--- config.mk ---
export PLATFORM = sky130hd
export DESIGN_NAME = multicycle_ctrl
export DESIGN_NICKNAME = d
export VERILOG_FILES = /design/src/rtl/riscv_ctrl_pkg.sv /design/src/rtl/alu_sel_dec.sv /design/src/rtl/multicycle_ctrl.sv
export SDC_FILE = /design/constraint.sdc
export NUM_CORES = 1
export LEC_CHECK = 0
export BUFFER_PORTS_ARGS = -buffer_cell sky130_fd_sc_hd__buf_2
export CORE_ASPECT_RATIO = 1.5
export CORE_MARGIN = 2
export CORE_UTILIZATION = 52
export CTS_CLUSTER_SIZE = 30
export DETAILED_ROUTE_END_ITERATION = 16
export PLACE_DENSITY = 0.82
export SLEW_MARGIN = 20
export SYNTH_ARGS = -nofsm -noshare
export SYNTH_HDL_FRONTEND = slang
export SYNTH_HIERARCHICAL = 1
export SYNTH_SLANG_ARGS = --single-unit
--- constraint.sdc ---
create_clock -name clk -period 2.5 [get_ports clk]
set_input_delay 0.25 -clock clk [delete_from_list [all_inputs] [get_ports clk]]
set_output_delay 0.25 -clock clk [all_outputs]
set_load 0.02 [all_outputs]
--- src/rtl/riscv_ctrl_pkg.sv ---
// Shared encodings for the RV32I multi-cycle sequencer:
// opcodes, FSM states, ALU and store-width codes, IR field bundle.
package riscv_ctrl_pkg;

   localparam logic [6:0] OPC_R     = 7'b0110011;
   localparam logic [6:0] OPC_I     = 7'b0010011;
   localparam logic [6:0] OPC_LOAD  = 7'b0000011;
   localparam logic [6:0] OPC_STORE = 7'b0100011;

   typedef enum logic [2:0] {
      ST_FETCH  = 3'd0,
      ST_DECODE = 3'd1,
      ST_EXEC   = 3'd2,
      ST_MEM    = 3'd3,
      ST_WB     = 3'd4,
      ST_TRAP   = 3'd7
   } state_t;

   localparam logic [4:0] ALU_ADD = 5'b00000;
   localparam logic [2:0] F3_SRX  = 3'b101;

   localparam logic [2:0] SW_BYTE = 3'b000;
   localparam logic [2:0] SW_HALF = 3'b001;
   localparam logic [2:0] SW_WORD = 3'b010;

   // Only the instruction fields the sequencer looks at are kept.
   typedef struct packed {
      logic       f7_5;
      logic [4:0] rd;
      logic [2:0] f3;
      logic [6:0] opcode;
   } ir_t;

   function automatic ir_t ir_fields(input logic [31:0] instr);
      ir_t f;
      f.f7_5   = instr[30];
      f.rd     = instr[11:7];
      f.f3     = instr[14:12];
      f.opcode = instr[6:0];
      return f;
   endfunction

   function automatic logic opc_legal(input logic [6:0] opc);
      return (opc == OPC_R) || (opc == OPC_I) ||
             (opc == OPC_LOAD) || (opc == OPC_STORE);
   endfunction

endpackage

--- src/rtl/alu_sel_dec.sv ---
// ALUSel / ALUSrc decode from opcode, funct3 and funct7[5].
// Loads, stores and anything else default to ADD with immediate.
module alu_sel_dec
   import riscv_ctrl_pkg::*;
(
   input  logic [6:0] opcode,
   input  logic [2:0] funct3,
   input  logic       funct7_5,
   output logic [4:0] alu_sel,
   output logic       alu_src
);

   always_comb begin
      alu_sel = ALU_ADD;
      alu_src = 1'b1;
      unique case (1'b1)
         (opcode == OPC_R): begin
            alu_sel = {1'b0, funct7_5, funct3};
            alu_src = 1'b0;
         end
         (opcode == OPC_I): begin
            alu_sel = {1'b0,
                       (funct3 == F3_SRX) ? funct7_5 : 1'b0,
                       funct3};
         end
         default: ;
      endcase
   end

endmodule

--- src/rtl/multicycle_ctrl.sv ---
// Multi-cycle RV32I sequencer: fetch/decode/exec/mem/wb FSM with
// memory handshake timeouts, one-cycle enables and retire counter.
module multicycle_ctrl
   import riscv_ctrl_pkg::*;
#(
   parameter int MEM_TIMEOUT = 15,
   parameter int CNT_W       = 8
) (
   input  logic        clk,
   input  logic        rst,
   input  logic [31:0] instr_i,
   input  logic        imem_ready_i,
   input  logic        dmem_ready_i,
   output logic        imem_req_o,
   output logic        ir_we_o,
   output logic        dmem_req_o,
   output logic        dmem_we_o,
   output logic [2:0]  sel_store_o,
   output logic [4:0]  alu_sel_o,
   output logic        alu_src_o,
   output logic        mem_to_reg_o,
   output logic        reg_we_o,
   output logic        pc_we_o,
   output logic [2:0]  state_o,
   output logic        illegal_o,
   output logic        timeout_o,
   output logic [31:0] instret_o
);

   state_t           state_q;
   ir_t              ir_q;
   logic [CNT_W-1:0] cnt_q;
   logic [31:0]      instret_q;
   logic             illegal_q;
   logic             timeout_q;

   logic       is_load;
   logic       is_store;
   logic       cnt_hit;
   logic [4:0] dec_sel;
   logic       dec_src;
   logic       unused_instr;

   assign is_load  = (ir_q.opcode == OPC_LOAD);
   assign is_store = (ir_q.opcode == OPC_STORE);
   // Last unacknowledged cycle allowed; a ready in this cycle still wins.
   assign cnt_hit  = (cnt_q == CNT_W'(MEM_TIMEOUT - 1));

   assign unused_instr = ^{instr_i[31], instr_i[29:15]};

   alu_sel_dec u_alu_sel_dec (
      .opcode   (ir_q.opcode),
      .funct3   (ir_q.f3),
      .funct7_5 (ir_q.f7_5),
      .alu_sel  (dec_sel),
      .alu_src  (dec_src)
   );

   always_ff @(posedge clk or posedge rst) begin
      if (rst) begin
         state_q   <= ST_FETCH;
         ir_q      <= '0;
         cnt_q     <= '0;
         instret_q <= '0;
         illegal_q <= 1'b0;
         timeout_q <= 1'b0;
      end else begin
         if (pc_we_o) begin
            instret_q <= instret_q + 32'd1;
         end
         case (state_q)
            ST_FETCH: begin
               if (imem_ready_i) begin
                  ir_q    <= ir_fields(instr_i);
                  state_q <= ST_DECODE;
               end else if (cnt_hit) begin
                  timeout_q <= 1'b1;
                  state_q   <= ST_TRAP;
               end else begin
                  cnt_q <= cnt_q + 1'b1;
               end
            end
            ST_DECODE: begin
               if (opc_legal(ir_q.opcode)) begin
                  state_q <= ST_EXEC;
               end else begin
                  illegal_q <= 1'b1;
                  state_q   <= ST_TRAP;
               end
            end
            ST_EXEC: begin
               if (is_load || is_store) begin
                  cnt_q   <= '0;
                  state_q <= ST_MEM;
               end else begin
                  state_q <= ST_WB;
               end
            end
            ST_MEM: begin
               if (dmem_ready_i) begin
                  if (is_store) begin
                     cnt_q   <= '0;
                     state_q <= ST_FETCH;
                  end else begin
                     state_q <= ST_WB;
                  end
               end else if (cnt_hit) begin
                  timeout_q <= 1'b1;
                  state_q   <= ST_TRAP;
               end else begin
                  cnt_q <= cnt_q + 1'b1;
               end
            end
            ST_WB: begin
               cnt_q   <= '0;
               state_q <= ST_FETCH;
            end
            default: state_q <= ST_TRAP;
         endcase
      end
   end

   always_comb begin
      imem_req_o   = 1'b0;
      dmem_req_o   = 1'b0;
      dmem_we_o    = 1'b0;
      sel_store_o  = '0;
      alu_sel_o    = '0;
      alu_src_o    = 1'b0;
      mem_to_reg_o = 1'b0;
      reg_we_o     = 1'b0;
      pc_we_o      = 1'b0;
      case (state_q)
         ST_FETCH: imem_req_o = 1'b1;
         ST_EXEC: begin
            alu_sel_o = dec_sel;
            alu_src_o = dec_src;
         end
         ST_MEM: begin
            dmem_req_o = 1'b1;
            if (is_store) begin
               dmem_we_o   = 1'b1;
               sel_store_o = ir_q.f3;
               pc_we_o     = dmem_ready_i;
            end
         end
         ST_WB: begin
            reg_we_o     = (ir_q.rd != 5'd0);
            mem_to_reg_o = is_load;
            pc_we_o      = 1'b1;
         end
         default: ;
      endcase
   end

   assign ir_we_o   = (state_q == ST_FETCH) & imem_ready_i;
   assign state_o   = state_q;
   assign illegal_o = illegal_q;
   assign timeout_o = timeout_q;
   assign instret_o = instret_q;

endmodule

# Yosys cells after proc, flatten, opt, wreduce, memory -nomap -nowiden
# Cells that the tools add are included.
dict set report word_totals {
  output_inout_bits 53
  register_bits 61
}
dict set report op_classes {
  mux 32
  n_reduce_logical 12
  n_addsub 2
  bitwise 2
  eq_ne 14
}
# operator n
set op_table {}
lappend op_table {{$mux 8} 5}
lappend op_table {{$add 32x1->32 const B} 1}
lappend op_table {{$pmux 8 s4} 1}
lappend op_table {{$mux 3} 8}
lappend op_table {{$pmux 3 s5} 1}
lappend op_table {{$eq 7x6->1 const B} 2}
lappend op_table {{$mux 1} 13}
lappend op_table {{$add 8x1->8 const B} 1}
lappend op_table {{$eq 8x4->1 const B} 1}
lappend op_table {{$pmux 4 s2} 1}
lappend op_table {{$eq 7x2->1 const B} 1}
lappend op_table {{$eq 7x5->1 const B} 1}
lappend op_table {{$eq 3x2->1 const B} 2}
lappend op_table {{$eq 3x3->1 const B} 2}
lappend op_table {{$ne 2x2->1 const B} 3}
lappend op_table {{$mux 5} 1}
lappend op_table {{$reduce_bool 5->1} 1}
lappend op_table {{$logic_or 1x1->1} 4}
lappend op_table {{$pmux 1 s2} 2}
lappend op_table {{$reduce_and 2->1} 2}
lappend op_table {{$reduce_and 4->1} 1}
lappend op_table {{$reduce_bool 4->1} 1}
lappend op_table {{$eq 3x1->1 const B} 1}
lappend op_table {{$logic_not 3->1} 1}
lappend op_table {{other kinds (5)} 5}

# Longest topological paths before layout
dict set report depth {
  depth_word 6
  ltp_mapped 7
}

# By module
# Netlist, hierarchy kept.
# mod seq_area_each_um2 area_per_inst_um2 instances cells_per_inst
set modules_own_cells {}
lappend modules_own_cells {multicycle_ctrl 1526.5 3015.4 1 278}
lappend modules_own_cells {alu_sel_dec 0.0 118.9 1 15}

# Worst setup path after synthesis
# No wires, ideal clock.
dict set report synth_path {
  path_type {reg2reg}
  startpoint {reg state_q[0] (netlist: state_o[0])}
  endpoint {reg ir_q[14] (netlist name)}
  t_arrival_ns 1.922
  slack_ns 0.453
  setup_time_ns 0.125
  period_less_slack_ns 2.047
  n_path_buf 3
  stages_incl_launch_ff 7
  cell_sequence {dfrtp_1 -> clkbuf_1 -> nor2_1 -> and3_1 -> clkbuf_1 -> buf_2 -> mux2_2}
}
dict set report synth_between {
  elab_chain_cells 2
}
# element line_no
set synth_rtl {}
lappend synth_rtl {{start: declaration} multicycle_ctrl.sv:30} ;# state_t state_q;
lappend synth_rtl {{start signal: assignment} multicycle_ctrl.sv:61} ;# state_q <= ST_FETCH;
lappend synth_rtl {{start signal: assignment} multicycle_ctrl.sv:75} ;# state_q <= ST_DECODE;
lappend synth_rtl {{start signal: assignment} multicycle_ctrl.sv:78} ;# state_q <= ST_TRAP;
lappend synth_rtl {{$logic_not 3->1} multicycle_ctrl.sv:71} ;# case (state_q)
lappend synth_rtl {{$reduce_and 2->1 (no line)} --}
lappend synth_rtl {{end signal: assignment} multicycle_ctrl.sv:74} ;# ir_q <= ir_fields(instr_i);
lappend synth_rtl {{end: declaration} multicycle_ctrl.sv:31} ;# ir_t ir_q;
# Every way passes these cells.
# A chain may end at the register's enable or synchronous reset.

# Final worst setup path
dict set report layout_path {
  startpoint {reg instret_q[3] (netlist: instret_o[3])}
  endpoint {reg instret_q[31] (netlist: instret_o[31])}
}
dict set report layout_between {
  elab_chain_cells 1
}
# element line_no
set layout_rtl {}
lappend layout_rtl {{start: declaration} multicycle_ctrl.sv:33} ;# logic [31:0] instret_q;
lappend layout_rtl {{start signal: assignment} multicycle_ctrl.sv:69} ;# instret_q <= instret_q + 32'd1;
lappend layout_rtl {{$add 32x1->32} multicycle_ctrl.sv:69}
# Every way passes these cells.

==> reports/qor.yml <==
cts_htree_levels: 3
worstPathMaxFanout: 7
io_pins: 89
synth_cell_types: 51
clk_pin_slew_ns: 0.07
numClockSinks: 61
ant_nets: 0
wl_per_cell_um: 15.9
clk_root_buffer_cell: "clkbuf_8"
placed_cells: 431
synth-xor-area-share: 0.0866
dr_wl_met3_um: 400
placeableCoreArea_um2: 5830
ys.warnings.count: 6
syn_avg_cell_area_um2: 10.7
cts_resized: 0
cts_setup_buffers: 0
utilization: 0.652
synthAdderAreaFrac: 0.0120
start_util: 0.538
die_w_um: 67.4
synth_mux_area_frac: 0.0611
final_nets: 409
synth-seq-area-share: 0.487
fin_crit_sh: 0.866
hold_class: "primary input to async pin"
timing.critical_path.arrival_ns: 2.38
setup-tns-final_ns: 0
grt_pass1_vias: 2570
hold_buffers: 0
wl_met1_mm: 2.81
synthSimpleGateAreaFrac: 0.237
skew_ns: 0.00956
ys_ff_latch: 61
drc: 0
stdcell_count: 446
async_flop_share: 1.00
hold_viol: 0
critPathKind: "flop to flop"
synth_ff_type: "dfrtp_1"
rows: 34
cts_tree: "yes"
top_layer: "met4"
antenna_cells: 0
vias: 2580
numCtsBuffers: 9
drive_above_1_share: 0.326
critPathRequiredTime_ns: 2.72
avgViaCountPerCell: 5.78
final_cell_mix: "buf_2 (71), dfrtp_1 (61), xnor2_1 (24)"
slew_headroom: 0.502
dp_slack_ns: 0.339
syn_area_um2: 3130
min_period_ns: 2.16
insertion_delay_ns: 0.33
p_leak_nw: 1.84
drtIter0Drc: 197
fillers: 496
synthCells: 293
maxCapViolations: 0
fp.dieArea_um2: 6680
antenna_found_initial: 0
endpoint_kind: "flop"
status: "completed"
layout_setup_ws_ns: 0.335
gp_congestion: 0.803
portBuffers: 71
wirelength_mm: 7.07
grt-ovfl-total: 0
r2r_cells: 5
syn-num-nets: 332
grt_usage: 0.227
tightest_slew_ns: 0.747
wl_met2_mm: 3.74
synth_top_family_by_area: "simple AND/OR/NAND/NOR gates"
synth-edff-count: 0
drt_pre_antenna_iters: 4
hpwlAfterDp_mm: 5.05
layout_commonest_cell: "buf_2"
ir_drop_uv: 432
synth_compound_area_frac: 0.0890
grt_max_degree: 62
rsz0062_at_grt: "no"
startpoint_type: "flop"
drv_slew: 0
grt_pass1_wl_mm: 11.5
layout-area-overhead-vs-synth_pct: 21.2
die_h_um: 99.1
clock_path_buffers: 2
p_per_area_nw_per_um2: 567
fmax_mhz: 462
setup-violations-final: 0
[cell usage after synthesis, types with 5 or more instances]
cell	n	area share
nand2_1	14	0.017
o21ai_0	13	0.021
nand4_1	10	0.020
mux2_2	17	0.061
a21oi_1	6	0.0096
and2_1	10	0.020
nor2_1	16	0.019
and3_1	12	0.024
nand3_1	17	0.027
nor3_1	10	0.016
inv_1	12	0.014
xnor2_1	24	0.067
nor2b_1	5	0.010
xor2_1	7	0.020
dfrtp_1	61	0.49
clkbuf_1	5	0.0060
[routing by layer]
metal	up-vias	track usage
met3	13	0.0628
li1	1206	-
met1	1272	0.265
met2	89	0.390
met5	-	0
met4	0	0.0785
[final cells by class]
class | count | area (um2) | area share
flip-flops and latches | 61 | 1530 | 0.402
multi-input cells | 212 | 1530 | 0.402
repair buffers | 74 | 378 | 0.0995
clock buffers | 12 | 165 | 0.0435
well taps | 72 | 90.1 | 0.0237
clock inverters | 3 | 67.6 | 0.0178
inverters | 12 | 45.0 | 0.0119
[flip-flops by register name, indices dropped and copies added (netlist names)]
signal	cells
ir_q	16
instret_o	32
timeout_o	1
illegal_o	1
cnt_q	8
state_o	3
[critical path: stages (launching register included)]
cell       delay, ns
dfrtp_1         0.48
nand4_2         0.16
or4_4           0.59
a2111oi_4       0.46
nand4_1         0.20
xnor2_1         0.16
[cells by family after synthesis]
family          count (synthesis)
compound gates                 38
mux                            17
simple gates                  122
flops                          61
fa+ha+maj                       3
buf+inv                        20
other cells                     1
xor+xnor                       31
[per-stage QoR]
step / total power (W) / cell area [um2] / hold slack (ns)
CTS: 0.00217 / 3800 / 0.135
global placement: 0.00114 / 3570 / 0.446
global route: 0.00223 / 3800 / 0.136
detailed placement: 0.00115 / 3570 / 0.454
finish: 0.00215 / 3800 / 0.133
floorplan: 0.00111 / 3130 / 0.402
[power by group]
group          internal [W]  leakage [nW]  switching, W
Combinational     0.0000403         0.919     0.0000619
Clock              0.000638         0.115      0.000378
Sequential          0.00101         0.805     0.0000259
[path summary, 6_finish.rpt]
path | start | endpoint | slack [ns]
max | instret_o[3] | instret_o[31] | 0.34
min | rst | ir_q[15] | 0.13
max reg2reg | instret_o[3] | instret_o[31] | 0.34
min reg2reg | illegal_o | illegal_o | 0.46
max in group asynchronous | rst | cnt_q[7] | 1.88
min in group clk | instr_i[14] | ir_q[9] | 0.15
(Power assumes the default switching activity.)
